<file path="src/rtl/simon_seq_checker_pkg.sv">
// Shared types and constants for the Simon sequence checker: FSM states,
// colour type, LFSR taps and the substitute seed.
package simon_pkg;

  typedef enum logic [1:0] {
    ST_IDLE     = 2'd0,
    ST_WAIT_BTN = 2'd1,
    ST_PASS     = 2'd2,
    ST_FAIL     = 2'd3
  } state_e;

  typedef logic [1:0] color_t;

  localparam int unsigned TAP_A = 31;
  localparam int unsigned TAP_B = 21;
  localparam int unsigned TAP_C = 1;
  localparam int unsigned TAP_D = 0;

  localparam logic [31:0] LFSR_SEED_DEFAULT = 32'h2048FAFA;

  function automatic logic [31:0] lfsr_next(input logic [31:0] s);
    return {s[30:0], s[TAP_A] ^ s[TAP_B] ^ s[TAP_C] ^ s[TAP_D]};
  endfunction

endpackage

</file>
<file path="src/rtl/simon_seq_checker_lfsr.sv">
// 32-bit Fibonacci LFSR holding the colour sequence; load has priority
// over advance.
module seq_lfsr
  import simon_pkg::*;
#(
  parameter logic [31:0] RESET_VAL = 32'h2048FAFA
) (
  input  logic        clk,
  input  logic        rst_n,
  input  logic        load_i,
  input  logic [31:0] load_val_i,
  input  logic        adv_i,
  output logic [31:0] state_o
);

  logic [31:0] lfsr_q;
  logic [31:0] lfsr_d;

  // next LFSR value
  always_comb begin
    lfsr_d = lfsr_q;
    if (load_i) begin
      lfsr_d = load_val_i;
    end else if (adv_i) begin
      lfsr_d = lfsr_next(lfsr_q);
    end else begin
      lfsr_d = lfsr_q;
    end
  end

  // LFSR register
  always_ff @(posedge clk or negedge rst_n) begin
    if (!rst_n) begin
      lfsr_q <= RESET_VAL;
    end else begin
      lfsr_q <= lfsr_d;
    end
  end

  assign state_o = lfsr_q;

endmodule

</file>
<file path="config.mk">
export PLATFORM = sky130hd
export DESIGN_NAME = seq_lfsr
export DESIGN_NICKNAME = d
export VERILOG_FILES = /design/src/rtl/simon_seq_checker_pkg.sv /design/src/rtl/simon_seq_checker_lfsr.sv
export SDC_FILE = /design/constraint.sdc
export NUM_CORES = 1
export LEC_CHECK = 0
export CORE_MARGIN = 10
export CORE_UTILIZATION = 40
export DETAILED_ROUTE_END_ITERATION = 6
export HOLD_SLACK_MARGIN = 0.15
export MAX_ROUTING_LAYER = met4
export PLACE_DENSITY = 0.74
export SETUP_SLACK_MARGIN = 0.15
export SLEW_MARGIN = 20
export SYNTH_ARGS = -nofsm -noshare
export SYNTH_HDL_FRONTEND = slang
export SYNTH_SLANG_ARGS = --single-unit
</file>
<file path="constraint.sdc">
create_clock -name clk -period 1.7 [get_ports clk]
set_input_delay 0.17 -clock clk [delete_from_list [all_inputs] [get_ports clk]]
set_output_delay 0.17 -clock clk [all_outputs]
set_load 0.005 [all_outputs]
</file>
After elaboration in Yosys (flattened, before gate mapping)
Cells that the tools add are included.
{"block": "op_classes", "bitwise_logic": 3, "n_mux": 2, "n_reduce_logical": 1}
{"op": "32-bit 2-to-1 mux", "count": 2}
{"op": "1-bit XOR", "count": 3}
{"op": "2-bit nonzero test", "count": 1}
{"block": "word_totals", "in_bits": 36, "ff_bits": 32, "out_inout_bits": 32}

Longest topological paths before layout
{"block": "logic_depth", "word_depth": 5, "ltp_mapped": 5, "ltp_nobuf": 3}

Worst setup path before layout
No wires, ideal clock.
{"block": "synth_timing", "path_type": "register -> register", "start": "register lfsr_q[21] (netlist: state_o[21])", "end": "register lfsr_q[0] (netlist: state_o[0])", "synth_period_minus_slack_ps": 1187, "setup_slack_ps": 513, "setup_ps": 69, "path_stages_with_launch": 4, "arrival_time_ps": 1118, "path_cell_list": "dfrtp_1 -> or4b_1 -> a21oi_1 -> nand3b_1"}
{"block": "synth_via", "elab_chain_len": 5}
{"element": "start, declared", "line_no": "simon_seq_checker_lfsr.sv:16", "rtl": "logic [31:0] lfsr_q;"}
{"element": "start signal, assigned", "line_no": "simon_seq_checker_lfsr.sv:36", "rtl": "lfsr_q <= lfsr_d;"}
{"element": "1-bit XOR (3 in series)", "line_no": "simon_seq_checker_pkg.sv:22", "rtl": "return {s[30:0], s[TAP_A] ^ s[TAP_B] ^ s[TAP_C] ^ s[TAP_D]};"}
{"element": "32-bit 2-to-1 mux", "line_no": "simon_seq_checker_lfsr.sv:24", "rtl": "end else if (adv_i) begin"}
{"element": "32-bit 2-to-1 mux", "line_no": "simon_seq_checker_lfsr.sv:22", "rtl": "if (load_i) begin"}
Every way passes these cells. The select of a mux whose other input is x is not followed.
A chain may end at the register's enable or synchronous reset.

Worst setup path in the final report
{"block": "layout_timing", "start": "register lfsr_q[14] (netlist: state_o[14])", "end": "output port state_o[14]"}
{"element": "end, declared", "line_no": "simon_seq_checker_lfsr.sv:13", "rtl": "output logic [31:0] state_o"}
No word-level cell between the ends.

==> summary.txt <==
STA
  – Slew Limit Headroom: 0.7310
  – Final worst setup slack: 0.1953 ns
  – Final hold viol count: 0
  – Tcrit/Tclk final: 0.8851
  – Pins over their slew limit: 0
  – Setup Skew: 0.002450 ns
  – RSZ-0062 raised after global routing: no
  – Max Freq: 0.6646 GHz
  – Least-Margin Pin Slew: 0.4035 ns
  – Setup TNS: 0 ns
  – Finish-stage setup viols: 0
  – Final Critical Period: 1.505 ns

CTS
  – Reg clk slew, reported paths: 0.06 ns
  – TritonCTS clock tree: done
  – Clock Latency Late Sink: 0.27 ns
  – CTS root buf: clkbuf_8
  – Htree depth: 2
  – CTS Hold Bufs: 0
  – Deepest clock path buffer count: 2
  – TritonCTS buffer count: 5
  – Sink Count: 32

GRT
  – Total GRT Usage: 0.1324
  – Pin count of the biggest net entering global routing: 44
  – Vias in the first global route: 1353
  – GRT overflow: 0
  – First-pass GRT wire length: 6672 um
  – Initial antenna violation count: 0

Setup path
  – Crit-path max FO: 3
  – Max incr delay on CP: 0.54 ns
  – CP delay by family, top: flip-flops
  – Worst-path cell chain: clkdlybuf4s50_1
  – CP Launch Type: register
  – Required @ worst endpoint: 1.53 ns
  – Reg2Reg Depth: 3
  – Nature of the critical path endpoint: output pin
  – Crit Path Category: reg -> out
  – Crit. path cell count: 1
  – WP buf/inv: 1
  – CP arrival: 1.33 ns
  – Critical-path top delay cell: dfstp_2

Yosys
  – Mux contribution to synthesized area: 0.2029
  – Syn Std Cell Area: 1529 um^2
  – Post-Synth Simple-Gate Area: 0.1088
  – Avg Inst Size Synth: 10.47 um^2
  – Post-synthesis adder-cell area fraction: 0
  – Post-synthesis compound-gate area fraction: 0.1113
  – Netlist cell types: 14
  – Register bit total from synthesis: 32
  – Register area share after synthesis: 0.5360
  – Post-Synthesis Cells: 146
  – Post-Synth XOR/XNOR Area: 0.005728
  – Yosys warns: 0
  – Largest family of logic cells by synthesized area: multiplexers
  – Syn_nets: 182

Floorplan
  – Die Ht: 81.83 um
  – FP Rows: 22
  – Die W: 81.83 um
  – Core area: 3689 um^2
  – Boundary Pins: 68
  – Die area: 6695 um^2
  – Initial Utilization: 0.4145

Cells and area
  – P&R area growth vs syn: 51.47%
  – Most common cell after layout, fill and taps aside: clkdlybuf4s50_1
  – Total Nets Final: 248
  – Final Util: 0.6279
  – Most frequent cells in the layout: clkdlybuf4s50_1, o21ai_0, mux2i_1, nand2_1, dfrtp_1
  – Max FFs per register: 32
  – Diodes inserted: 0
  – Post-Layout Cell Count: 261
  – Layout cells sized above 1: 0.1174

Power
  – Max rail drop VDD: 0.4920 mV
  – Power density over the cells: 843.9 nW/um^2
  – Leak: 1.010 nW

Worst hold path
  – Min-Delay Path Class: in -> async

Detailed routing
  – Drt pass-1 iters: 4
  – Post-DRT Antenna Nets: 0
  – Post-DR vias/cell: 4.931
  – Post-Route WL: 4121 um
  – Initial DRC count: 87
  – DRC: 0
  – Routed WL per cell: 15.79 um
  – Via Count: 1287

Place
  – Dpl cells: 253
  – Dpl ws: 0.4446 ns
  – Placer's final routability congestion estimate: 0.7527
  – I/O Buffers: 67
  – HPWL after DPL: 3100 um

Job
  – Max-Cap Viols: 0

Outcome
  – Outcome: finished, final reports clean
what timing repair did:
item	4_1_cts	5_1_grt
endpoints found under the setup margin	0	2
setup buffers	0	0
resized for setup	0	2
Yosys cell counts, drive strengths merged:
cell	n	share of area
nor3b	2	0.0098
dfstp	15	0.26
o21ai	32	0.10
a21oi	2	0.0065
clkbuf	5	0.012
mux2i	31	0.20
nor4bb	1	0.0065
dfrtp	17	0.28
nand2	31	0.076
or4b	1	0.0065
xnor2	1	0.0057
buf	6	0.023
nand3b	2	0.0098
report_power, final:
group          leakage [nW]  total (mW)  switching [mW]  internal (mW)
Combinational         0.606       0.461           0.168          0.293
Clock                0.0395       0.546           0.255          0.290
Sequential            0.364       0.948          0.0734          0.874
layout make-up:
type                            instances  area, um^2
Timing Repair Buffer                   70       700.7
Sequential cell                        32       819.5
Multi-Input combinational cell        103       655.6
Fill cell                             320        1373
Clock buffer                            8       80.08
Tap cell                               48       60.06
metal layers:
metal  GRT usage  vias up  wire length, um
li1            -      637                -
met1      0.1467      601             1679
met2      0.2179       44             2123
met3     0.04803        5              284
met4     0.04082        0               33
met5           -        -                0
final timing paths:
kind	start	end	slack, ns
max in group asynchronous	rst_n	state_o[3]	1.08
worst max register to register	state_o[21]	state_o[0]	0.43
worst min register to register	state_o[12]	state_o[12]	0.57
worst min-delay path	rst_n	state_o[17]	0.29
worst max-delay path	state_o[14]	state_o[14]	0.20
min in group clk	load_i	state_o[22]	0.31
stage by stage:
stage               hold WS (ns)  total power [mW]  cell area (um^2)
detailed placement        0.5559             1.430              2231
CTS                       0.2910             1.985              2311
global placement          0.5495             1.416              2231
finish                    0.2919             1.954              2316
floorplan                -0.1256             1.117              1529
global route              0.3181             2.079              2316
logic make-up (layout without fill, tap and decap cells):
kind of cell / count (synthesis) / count (layout)
buffers and inverters: 11 / 78
and+or+nand+nor: 37 / 37
AOI/OAI and AO/OA: 34 / 34
DFF: 32 / 32
muxes: 31 / 31
xor gates and xnor gates: 1 / 1
No activity file was read; power rests on OpenSTA's default activity.
